**src/rtl/rs_int_scheduler_if.sv**
```systemverilog
// Dispatch, RS-line and FU-issue signals of the integer RS scheduler.
// The environment side is master; the scheduler is slave.
interface rs_int_scheduler_if #(
  parameter int unsigned LINE_NUM = 4,
  parameter int unsigned IDX_W    = 2,
  parameter int unsigned CNT_W    = 3
);
  logic                dispatch_valid;
  logic                dispatch_ready;
  logic [LINE_NUM-1:0] line_write_en;
  logic                cdb_en;
  logic [LINE_NUM-1:0] line_ready;
  logic                issue_valid;
  logic                issue_ready;
  logic [IDX_W-1:0]    issue_sel;
  logic [LINE_NUM-1:0] line_valid;
  logic [CNT_W-1:0]    free_count;

  modport master (
    output dispatch_valid, cdb_en, line_ready, issue_ready,
    input  dispatch_ready, line_write_en, issue_valid, issue_sel, line_valid, free_count
  );

  modport slave (
    input  dispatch_valid, cdb_en, line_ready, issue_ready,
    output dispatch_ready, line_write_en, issue_valid, issue_sel, line_valid, free_count
  );
endinterface

```
**src/rtl/rs_int_scheduler.sv**
```systemverilog
// Integer RS scheduler: allocates free lines to dispatched uops and issues
// ready lines round-robin to the integer FU over a valid/ready handshake.
module rs_int_scheduler #(
  parameter int unsigned LINE_NUM = 4,
  parameter int unsigned IDX_W    = 2,
  parameter int unsigned CNT_W    = 3
) (
  input  logic              clk,
  input  logic              rst,
  input  logic              flush,
  rs_int_scheduler_if.slave bus
);

  logic [LINE_NUM-1:0] line_valid;
  logic                issue_valid;
  logic [IDX_W-1:0]    issue_sel;
  logic [IDX_W-1:0]    rr_ptr;

  logic [CNT_W-1:0]    free_cnt_c;
  logic [LINE_NUM-1:0] alloc_oh_c;
  logic                accept_c;
  logic                dispatch_ready_c;
  logic [LINE_NUM-1:0] held_oh_c;
  logic [LINE_NUM-1:0] cand_c;
  logic                cand_found_c;
  logic [IDX_W-1:0]    cand_sel_c;
  logic                complete_c;
  logic                load_c;

  // Free-line count and lowest-index free line
  always_comb begin
    free_cnt_c = '0;
    alloc_oh_c = '0;
    for (int i = 0; i < int'(LINE_NUM); i++) begin
      free_cnt_c = free_cnt_c + CNT_W'(!line_valid[i]);
    end
    for (int i = int'(LINE_NUM) - 1; i >= 0; i--) begin
      if (!line_valid[i]) begin
        alloc_oh_c    = '0;
        alloc_oh_c[i] = 1'b1;
      end
    end
  end

  // CDB writes win over allocation inside the lines, so dispatch stalls on cdb_en
  assign dispatch_ready_c = (free_cnt_c != '0) && !bus.cdb_en && !flush;
  assign accept_c         = bus.dispatch_valid && dispatch_ready_c && !rst;

  // Candidates exclude the line held (and possibly completing) in the output register
  always_comb begin
    held_oh_c = '0;
    if (issue_valid) begin
      held_oh_c[issue_sel] = 1'b1;
    end
    cand_c = line_valid & bus.line_ready & ~held_oh_c;
  end

  // Round-robin pick: first candidate at or above rr_ptr, wrapping
  always_comb begin
    cand_found_c = 1'b0;
    cand_sel_c   = '0;
    for (int i = 0; i < int'(LINE_NUM); i++) begin
      if (!cand_found_c && cand_c[rr_ptr + IDX_W'(i)]) begin
        cand_found_c = 1'b1;
        cand_sel_c   = rr_ptr + IDX_W'(i);
      end
    end
  end

  assign complete_c = issue_valid && bus.issue_ready;
  assign load_c     = !issue_valid || bus.issue_ready;

  always_ff @(posedge clk or posedge rst) begin
    if (rst) begin
      line_valid  <= '0;
      issue_valid <= 1'b0;
      issue_sel   <= '0;
      rr_ptr      <= '0;
    end else if (flush) begin
      line_valid  <= '0;
      issue_valid <= 1'b0;
      rr_ptr      <= '0;
    end else begin
      line_valid <= (line_valid | (accept_c ? alloc_oh_c : '0)) &
                    ~(complete_c ? held_oh_c : '0);
      if (load_c) begin
        issue_valid <= cand_found_c;
        if (cand_found_c) begin
          issue_sel <= cand_sel_c;
          rr_ptr    <= cand_sel_c + IDX_W'(1);
        end
      end
    end
  end

  assign bus.dispatch_ready = dispatch_ready_c;
  assign bus.line_write_en  = accept_c ? alloc_oh_c : '0;
  assign bus.issue_valid    = issue_valid;
  assign bus.issue_sel      = issue_sel;
  assign bus.line_valid     = line_valid;
  assign bus.free_count     = free_cnt_c;

endmodule

```
**src/flat_wrapper.sv**
```systemverilog
// flat-port wrapper written by rule: the top's interface ports become plain ports
module rs_int_scheduler_flat 
#(
  parameter int unsigned LINE_NUM = 4,
  parameter int unsigned IDX_W    = 2,
  parameter int unsigned CNT_W    = 3
)
  (clk, rst, flush, bus_dispatch_valid, bus_cdb_en, bus_line_ready, bus_issue_ready, bus_dispatch_ready, bus_line_write_en, bus_issue_valid, bus_issue_sel, bus_line_valid, bus_free_count);
  rs_int_scheduler_if #(.LINE_NUM(LINE_NUM), .IDX_W(IDX_W), .CNT_W(CNT_W)) bus_i ();
  input  logic clk;
  input  logic rst;
  input  logic flush;
  input wire logic [$bits(bus_i.dispatch_valid)-1:0] bus_dispatch_valid;
  input wire logic [$bits(bus_i.cdb_en)-1:0] bus_cdb_en;
  input wire logic [$bits(bus_i.line_ready)-1:0] bus_line_ready;
  input wire logic [$bits(bus_i.issue_ready)-1:0] bus_issue_ready;
  output wire logic [$bits(bus_i.dispatch_ready)-1:0] bus_dispatch_ready;
  output wire logic [$bits(bus_i.line_write_en)-1:0] bus_line_write_en;
  output wire logic [$bits(bus_i.issue_valid)-1:0] bus_issue_valid;
  output wire logic [$bits(bus_i.issue_sel)-1:0] bus_issue_sel;
  output wire logic [$bits(bus_i.line_valid)-1:0] bus_line_valid;
  output wire logic [$bits(bus_i.free_count)-1:0] bus_free_count;
  assign bus_i.dispatch_valid = bus_dispatch_valid;
  assign bus_i.cdb_en = bus_cdb_en;
  assign bus_i.line_ready = bus_line_ready;
  assign bus_i.issue_ready = bus_issue_ready;
  assign bus_dispatch_ready = bus_i.dispatch_ready;
  assign bus_line_write_en = bus_i.line_write_en;
  assign bus_issue_valid = bus_i.issue_valid;
  assign bus_issue_sel = bus_i.issue_sel;
  assign bus_line_valid = bus_i.line_valid;
  assign bus_free_count = bus_i.free_count;
  rs_int_scheduler #(.LINE_NUM(LINE_NUM), .IDX_W(IDX_W), .CNT_W(CNT_W)) u_core (.clk(clk), .rst(rst), .flush(flush), .bus(bus_i));
endmodule
```
**config.mk**
```make
export PLATFORM = sky130hd
export DESIGN_NAME = rs_int_scheduler_flat
export DESIGN_NICKNAME = d
export VERILOG_FILES = /design/src/rtl/rs_int_scheduler_if.sv /design/src/rtl/rs_int_scheduler.sv /design/src/flat_wrapper.sv
export SDC_FILE = /design/constraint.sdc
export NUM_CORES = 1
export LEC_CHECK = 0
export CORE_AREA = 2 2 42 47
export CTS_BUF_LIST = sky130_fd_sc_hd__clkbuf_8
export DETAILED_ROUTE_END_ITERATION = 10
export DIE_AREA = 0 0 44 49
export PLACE_DENSITY = 0.81
export SLEW_MARGIN = 20
export SYNTH_ARGS = -nofsm -noshare
export SYNTH_HDL_FRONTEND = slang
export SYNTH_SLANG_ARGS = --single-unit
export TNS_END_PERCENT = 100
```
**constraint.sdc**
```tcl
create_clock -name clk -period 3.3 [get_ports clk]
set_input_delay 0.99 -clock clk [delete_from_list [all_inputs] [get_ports clk]]
set_output_delay 0.99 -clock clk [all_outputs]
set_load 0.01 [all_outputs]
```
After elaboration in Yosys (flattened, before gate mapping). Index checks and enable logic that the tools add are counted.

Bits of input ports: 10. Output and inout port bits: 15. Bits in registers: 9. Logic and storage cells: 81.

Muxes and demuxes: 31. Bitwise logic cells: 7. Reductions and logical operators: 26. Magnitude comparators: 6. Add/sub/neg operators: 7.

Operators by type and width (number): 4-bit two-way mux (8); 2-bit by 3-bit < comparator with 1-bit output, second input constant (5); 2-bit two-way mux (7); 4-bit bitwise AND (3); 1-bit logical NOT (11); 1-bit two-way mux (11); 1-bit logical AND (9); 1-bit binary-select mux with 2-bit select (4); 4-bit inverter (2); 3-bit by 1-bit adder with 3-bit output (2); 2-bit by 1-bit adder with 2-bit output, second input constant (2); 2-bit adder, second input constant (2); 4-bit OR (1); 2-bit nonzero test (2); 3-bit AND reduction (1); 3-bit nonzero test (1); 1-bit by 1-bit adder with 2-bit output (1); 1-bit demux with 2-bit select (1); 2-bit by 1-bit >= comparator with 1-bit output, second input constant (1); 2-bit AND reduction (1); 1-bit logical OR (1); 1-bit inverter (1).

Logic depth before layout (Yosys ltp). Gate-level depths: netlist (run 1).

Depth after elaboration: 23. Depth in mapped cells: 9. Mapped depth without buffers: 9.

Worst setup path before layout (run 1). OpenSTA, ideal clock, no wires.

Kind: reg-to-output. Start point: register u_core.line_valid[0], in the netlist u_core.bus.line_valid[0]. End point: output port bus_line_write_en[3]. Buffers on the path: 0. Data required time: 2.310 ns. Slack: -0.189 ns. Cell stages (with the launch flop): 10. Arrival: 2.499 ns. Cell sequence: dfrtp_1 -> inv_1 -> ha_1 -> fa_1 -> ha_1 -> nor3_1 -> nor3_1 -> and3_1 -> nand4_1 -> nor2_1.

Longest elaborated chain between the ends: 10. Elaborated cells on any way between the ends: 11. Those cells by class: add/sub: 3; mux: 2; reduce/logical: 6.

Ends and longest elaborated chain: start, declared (RTL line rs_int_scheduler.sv:14) `logic [LINE_NUM-1:0] line_valid;`; start signal, assigned (RTL line rs_int_scheduler.sv:84) `line_valid <= (line_valid | (accept_c ? alloc_oh_c : '0)) &`; 1-bit logical NOT; 1-bit by 1-bit adder with 2-bit output (RTL line rs_int_scheduler.sv:35) `free_cnt_c = free_cnt_c + CNT_W'(!line_valid[i]);`; 3-bit by 1-bit adder with 3-bit output (2 in series) (RTL line rs_int_scheduler.sv:35); named net bus_free_count[1] (RTL line flat_wrapper.sv:22) `output wire logic [$bits(bus_i.free_count)-1:0] bus_free_count;`; 3-bit nonzero test (RTL line rs_int_scheduler.sv:46) `assign dispatch_ready_c = (free_cnt_c != '0) && !bus.cdb_en && !flush;`; 1-bit logical AND (2 in series) (RTL line rs_int_scheduler.sv:46); named net bus_dispatch_ready (RTL line flat_wrapper.sv:17) `output wire logic [$bits(bus_i.dispatch_ready)-1:0] bus_dispatch_ready;`; 1-bit logical AND (2 in series) (RTL line rs_int_scheduler.sv:47) `assign accept_c = bus.dispatch_valid && dispatch_ready_c && !rst;`; 4-bit two-way mux (RTL line rs_int_scheduler.sv:97) `assign bus.line_write_en = accept_c ? alloc_oh_c : '0;`; end, declared (RTL line flat_wrapper.sv:18) `output wire logic [$bits(bus_i.line_write_en)-1:0] bus_line_write_en;`.

The timed path passes the listed nets, and every way through them passes these cells.

Worst setup path after layout (run 1).
Start point: register u_core.line_valid[0], in the netlist u_core.bus.line_valid[0]. End point: output port bus_line_write_en[3].

Longest elaborated chain between the ends: 10. Elaborated cells on any way between the ends: 11. Those cells by class: add/sub: 3; mux: 2; reduce/logical: 6.

Ends and longest elaborated chain (RTL line): 1-bit logical NOT; 1-bit by 1-bit adder with 2-bit output (rs_int_scheduler.sv:35); 3-bit by 1-bit adder with 3-bit output (2 in series) (rs_int_scheduler.sv:35); 3-bit nonzero test (rs_int_scheduler.sv:46); 1-bit logical AND (2 in series) (rs_int_scheduler.sv:46); 1-bit logical AND (2 in series) (rs_int_scheduler.sv:47); 4-bit two-way mux (*) (rs_int_scheduler.sv:97).

Every way passes the cells marked *; elsewhere a longest branch is shown, timed or not.

==> results.cfg, run 1 <==
[outcome]
status = finished, violations left
violations = negative setup slack

[cells_and_area]
drive_gt1_frac = 0.3621
postLayoutCoreUtil = 0.6962
antennaDiodeCount = 0
finish.instance_area_sq_um = 1199
layout.cells.non_filler = 134
fin_nets = 131
syn2layout_area_growth_pct = 62.93

[clocking]
path_clk_slew_ns = 0.04
cts_root_buf = clkbuf_8
htreeDepth = 1
cts_made_buffers = 3
cts_sinks = 9
ctsHoldBuffers = 0
clk_latency_ns = 0.24
clockBufferDepth = 2
cts_tree = done

[setup_path]
worstSetupPathType = flop to output pin
cp_data_required_time_ns = 2.31
crit_path_start_kind = flop
rrSetupSlack_ns = 0.93
arrival_ns = 2.38
end_kind = output pin
cp_max_fo = 4

[sta]
fmax_mhz = 296.9
setup_violations = 2
fin_ws_ns = -0.06788
worst_slew_pin_slew_ns = 0.3427
hold_slack_ns = 0.6001
finalHoldViolCount = 0
fin_crit_sh = 1.021
period_minus_slack_ns = 3.368
clock_skew_ns = 0.001333
rsz0062_at_grt = true
drv_slew = 0
max_slew_margin = 0.7708

[place]
dp_hpwl_mm = 1.575
placedCellCount = 127
globalplace.congestion = 0.9023
placed_area_sq_um = 1086
io_buffers = 24

[yosys]
synth_ff_type = dfrtp_1
syn_nets = 89
syn_inst = 75
synth_top_area_cell = dfrtp_1
synthArstFlopShare = 1.000
avgSynthCellArea_sq_um = 9.809
synth.area.top_cells = dfrtp_1 31%, ha_1 5.1%, o2bb2ai_4 3.7%
ys_seq_area_frac = 0.3061
synth-seq-cells = 9
synth_common_cells = 9 x dfrtp_1, 7 x nor2_1, 6 x inv_1
synth_top_area_frac = 0.3061
yosysMostFrequentCell = dfrtp_1
netlist_area_sq_um = 735.7
synth-edff-count = 0
yosysWarningCount = 0
synth_cell_types = 35

[global_routing]
grt_usage = 0.2201
grt_max_degree = 11
grt_pass1_wl_mm = 3.498
antenna_found_initial = 0
grt_pass1_vias = 748
overflow = 0

[detailed_routing]
ant_nets = 0
post_drt_via_cell_ratio = 5.776
num_vias = 774
drtPass1Iterations = 4
routedWlPerCell_um = 16.10
totalWireLength_mm = 2.157
drc = 0
drt_iter0_markers = 23

[floorplanning]
die_width_um = 44
core-area_sq_um = 1722
design.die.area_sq_um = 2156
start_util = 0.4273
die_h_um = 49
num_rows = 16
pin_count = 25

[power_and_ir_drop]
ir_worst_vdd_mv = 0.2525
leakage_nw = 0.5049
p_per_area_nw_per_um2 = 251.6

[flow_run]
cap_violations = 0

[hold_path]
holdCritPathClass = flop to flop
==> repair_timing <==
action	4_1_cts	5_1_grt
hold endpoints to repair	0	0
buffers inserted	2	1
pin swaps	2	0
setup endpoints to repair	5	4
gates resized for setup	24	7
==> where the power goes <==
group | total (W) | internal, W | switching, W
clock | 0.000128 | 0.0000812 | 0.0000465
sequential | 0.000119 | 0.000114 | 0.00000517
combinational | 0.0000552 | 0.0000323 | 0.0000229
==> logic make-up (layout without fill, tap and decap cells) <==
group           count (synthesis)  in the layout  share of synthesized area
buf+inv                         7             48                    0.03571
simple gates                   36             36                     0.3044
fa+ha+maj                       4              4                    0.07824
mux                             2              2                    0.03061
compound gates                 17             17                     0.2449
flops                           9              9                     0.3061
==> stage by stage <==
step | power [W] | setup TNS [ns] | worst slack [ns]
floorplan | 0.0001388 | 0 | 0.003097
global route | 0.0003157 | -0.3781 | -0.1828
global placement | 0.0001675 | -0.9842 | -0.3046
finish | 0.0003016 | -0.1200 | -0.06788
detailed placement | 0.0001688 | -1.119 | -0.3633
CTS | 0.0003014 | -0.06581 | -0.04507
==> critical path, cell delays in order (launching register included) <==
cell,delay [ns]
dfrtp_2,0.40
inv_2,0.08
ha_4,0.20
fa_2,0.35
ha_4,0.30
nor3_4,0.05
nor3_4,0.14
and3_4,0.23
nand4_1,0.13
nor2_2,0.12
buf_2,0.14
==> metal layers <==
layer,track usage,share of wire
met1,0.2918,0.45
met5,0,0
met4,0.1010,0.019
met2,0.3431,0.50
met3,0.03704,0.031
==> path summary, 6_finish.rpt <==
| kind | startpoint | to | depth (start not counted) |
|---|---|---|---|
| worst min register to register | u_core.bus.line_valid[2] | u_core.bus.line_valid[2] | 2 |
| worst max register to register | u_core.bus.line_valid[0] | u_core.bus.line_valid[2] | 11 |
| min in group asynchronous | rst | u_core.bus.line_valid[2] | 3 |
| worst min-delay path | u_core.bus.line_valid[2] | u_core.bus.line_valid[2] | 2 |
| max in group asynchronous | rst | u_core.bus.line_valid[0] | 3 |
| worst max-delay path | u_core.bus.line_valid[0] | bus_line_write_en[3] | 10 |
==> final cells by class <==
cell class,count,area (sq um)
clock inverter,1,3.754
sequential,9,226.5
multi-input combinational,59,556.8
timing repair buffer,38,325.3
tap,18,22.52
clock buffer,3,41.29
inverter,6,22.52
fill,133,523.0
==> layout by cell type, fill, tap and decap left out, drive strengths merged <==
cell type,netlist,final
a21boi,1,1
clkdlybuf4s50,0,18
mux2,2,2
nor2,7,7
nand2b,1,1
a211oi,2,2
and2,3,3
a41o,1,1
clkbuf,1,3
nor3,5,5
dfrtp,9,9
and3b,1,1
o32ai,2,2
nand3b,1,1
nand3,4,4
o31a,1,1
a221oi,1,1
inv,6,7
a21o,1,1
nand4,1,1
and4b,2,2
nand4bb,1,1
nand2,4,4
ha,3,3
dlygate4sd2,0,1
or3,1,1
and4bb,1,1
o2111ai,2,2
a311oi,1,1
and3,2,2
o2bb2ai,1,1
fa,1,1
a211o,1,1
a21oi,3,3
buf,0,19
nor3b,1,1
or2b,1,1
==> sequential cells by signal, indices dropped and copies added (netlist names) <==
name	count
u_core.bus.line_valid	4
u_core.rr_ptr	2
u_core.bus.issue_sel	2
u_core.bus.issue_valid	1
(Power assumes the default switching activity.)
==> run 2: changes to the inputs <==
--- a/config.mk
+++ b/config.mk
@@ -11,2 +11,3 @@
 export DIE_AREA = 0 0 44 49
+export GPL_TIMING_DRIVEN = 0
 export PLACE_DENSITY = 0.81
==> constraint.sdc (replaced) <==
create_clock -name clk -period 3.3 [get_ports clk]
set_input_delay 0.495 -clock clk [delete_from_list [all_inputs] [get_ports clk]]
set_output_delay 0.495 -clock clk [all_outputs]
set_load 0.01 [all_outputs]
==> results.cfg, run 2 (same netlist as run 1, synthesis figures left out) <==
[outcome]
status = complete, no violations

[clocking]
ctsHoldBuffers = 0
cts_tree = done
cts_sinks = 9
cts_root_buf = clkbuf_8
clockBufferDepth = 2
htreeDepth = 1
clk_latency_ns = 0.23
path_clk_slew_ns = 0.04
cts_made_buffers = 3

[cells_and_area]
reg_top3 = u_core.bus.line_valid x4, u_core.bus.issue_sel x2, u_core.rr_ptr x2
register_area_sq_um = 226.5
antennaDiodeCount = 0
syn2layout_area_growth_pct = 47.45
finish.instance_area_sq_um = 1085
fill_cells = 145
mostFrequentLayoutCells = 21 x clkdlybuf4s50_1, 8 x dfrtp_1, 7 x nor2_1, 7 x inv_1, 5 x buf_4
multi_input_area_sq_um = 499.2
postLayoutCoreUtil = 0.6301
largest_reg_flops = 4
regMostFlops = u_core.bus.line_valid
fin_nets = 122
layout.cells.non_filler = 125
drive_gt1_frac = 0.1869
final_common_cell = clkdlybuf4s50_1

[setup_path]
end_kind = output pin
cp_data_required_time_ns = 2.80
arrival_ns = 2.80
cp_max_fo = 4
rrSetupSlack_ns = 0.85
crit_path_start_kind = flop
worstSetupPathType = flop to output pin

[power_and_ir_drop]
power_switching_w = 0.00006862
power.share.clock = 0.428
ir_worst_vdd_mv = 0.2139
p_per_area_nw_per_um2 = 268.2
p_int_w = 0.0002223
p_seq_frac = 0.408
p_sw_frac = 0.2359
leakage_nw = 0.4547
power_frac_comb = 0.164

[detailed_routing]
ant_nets = 0
routedWlPerCell_um = 15.22
drt_iter0_markers = 14
totalWireLength_mm = 1.903
post_drt_via_cell_ratio = 5.688
num_vias = 711
drtPass1Iterations = 4
drc = 0

[floorplanning]
die_width_um = 44
design.die.area_sq_um = 2156
die_h_um = 49
start_util = 0.4273
num_rows = 16
core-area_sq_um = 1722
pin_count = 25

[global_routing]
overflow = 0
grt_max_degree = 11
grt_pass1_wl_mm = 2.829
antenna_found_initial = 0
grt_usage = 0.1791
grt_pass1_vias = 621

[sta]
fmax_mhz = 303.8
drv_slew = 0
worst_slew_pin_slew_ns = 0.4735
fin_ws_ns = 0.008384
clock_skew_ns = 0.0004417
setup_violations = 0
max_slew_margin = 0.6843
finalHoldViolCount = 0
fin_crit_sh = 0.9975
period_minus_slack_ns = 3.292
hold_slack_ns = 0.5480

[place]
place_ws_ns = -0.03861
io_buffers = 23
dp_hpwl_mm = 1.374
placed_area_sq_um = 988.4
placedCellCount = 116
globalplace.congestion = 0.8444

[flow_run]
cap_violations = 0

[hold_path]
holdCritPathClass = input pin to asynchronous set/reset pin
[run 2: repair_timing]
action	CTS	global route
setup buffers	3	2
setup endpoints to repair	4	2
gates cloned	0	0
gates resized for setup	5	2
[run 2: final timing paths]
path | startpoint | end | depth (start not counted)
setup / recovery | u_core.bus.line_valid[0] | bus_line_write_en[0] | 9
hold / removal | rst | u_core.bus.line_valid[2] | 2
setup reg to reg | u_core.bus.line_valid[0] | u_core.bus.line_valid[2] | 10
hold reg to reg | u_core.bus.line_valid[3] | u_core.bus.line_valid[3] | 2
max in group asynchronous | rst | u_core.bus.line_valid[0] | 2
min in group clk | u_core.bus.line_valid[3] | u_core.bus.line_valid[3] | 2
[run 2: power by group through the flow]
stage	clock, W	sequential, W	combinational (W)
2_1_floorplan	0	0.000121	0.0000178
3_3_place_gp	0	0.000121	0.0000403
3_5_place_dp	0	0.000121	0.0000414
4_1_cts	0.000126	0.000118	0.0000445
5_1_grt	0.000135	0.000119	0.0000509
6_report	0.000124	0.000119	0.0000478
[run 2: per-layer routing]
| metal | track usage | part of all wire | up-vias |
|---|---|---|---|
| li1 | - | - | 350 |
| met1 | 0.2541 | 0.46 | 341 |
| met2 | 0.2549 | 0.48 | 14 |
| met3 | 0.02222 | 0.018 | 6 |
| met4 | 0.1061 | 0.038 | 0 |
| met5 | 0 | 0 | - |
[run 2: worst max-delay path, stage by stage, from the launching register on]
cell and delay (ns):
dfrtp_2 0.36, inv_1 0.05, ha_1 0.29, fa_1 0.38, ha_1 0.33, nor3_2 0.06, nor3_2 0.19, and3_4 0.24
and2_1 0.12, clkdlybuf4s50_1 0.53
[run 2: metrics by stage]
stage / TNS (ns) / power (W)
2_1_floorplan: 0 / 0.0001383
3_3_place_gp: -0.03014 / 0.0001609
3_5_place_dp: -0.07487 / 0.0001621
4_1_cts: 0 / 0.0002890
5_1_grt: -0.1493 / 0.0003050
6_report: 0 / 0.0002909
[run 2: cell type report]
class	count	share of cell area
repair buffers	28	0.2445
well taps	18	0.02076
clock inverters	1	0.003460
inverters	6	0.02076
flip-flops and latches	9	0.2088
plain buffers	1	0.003460
multi-input cells	59	0.4602
clock buffers	3	0.03806
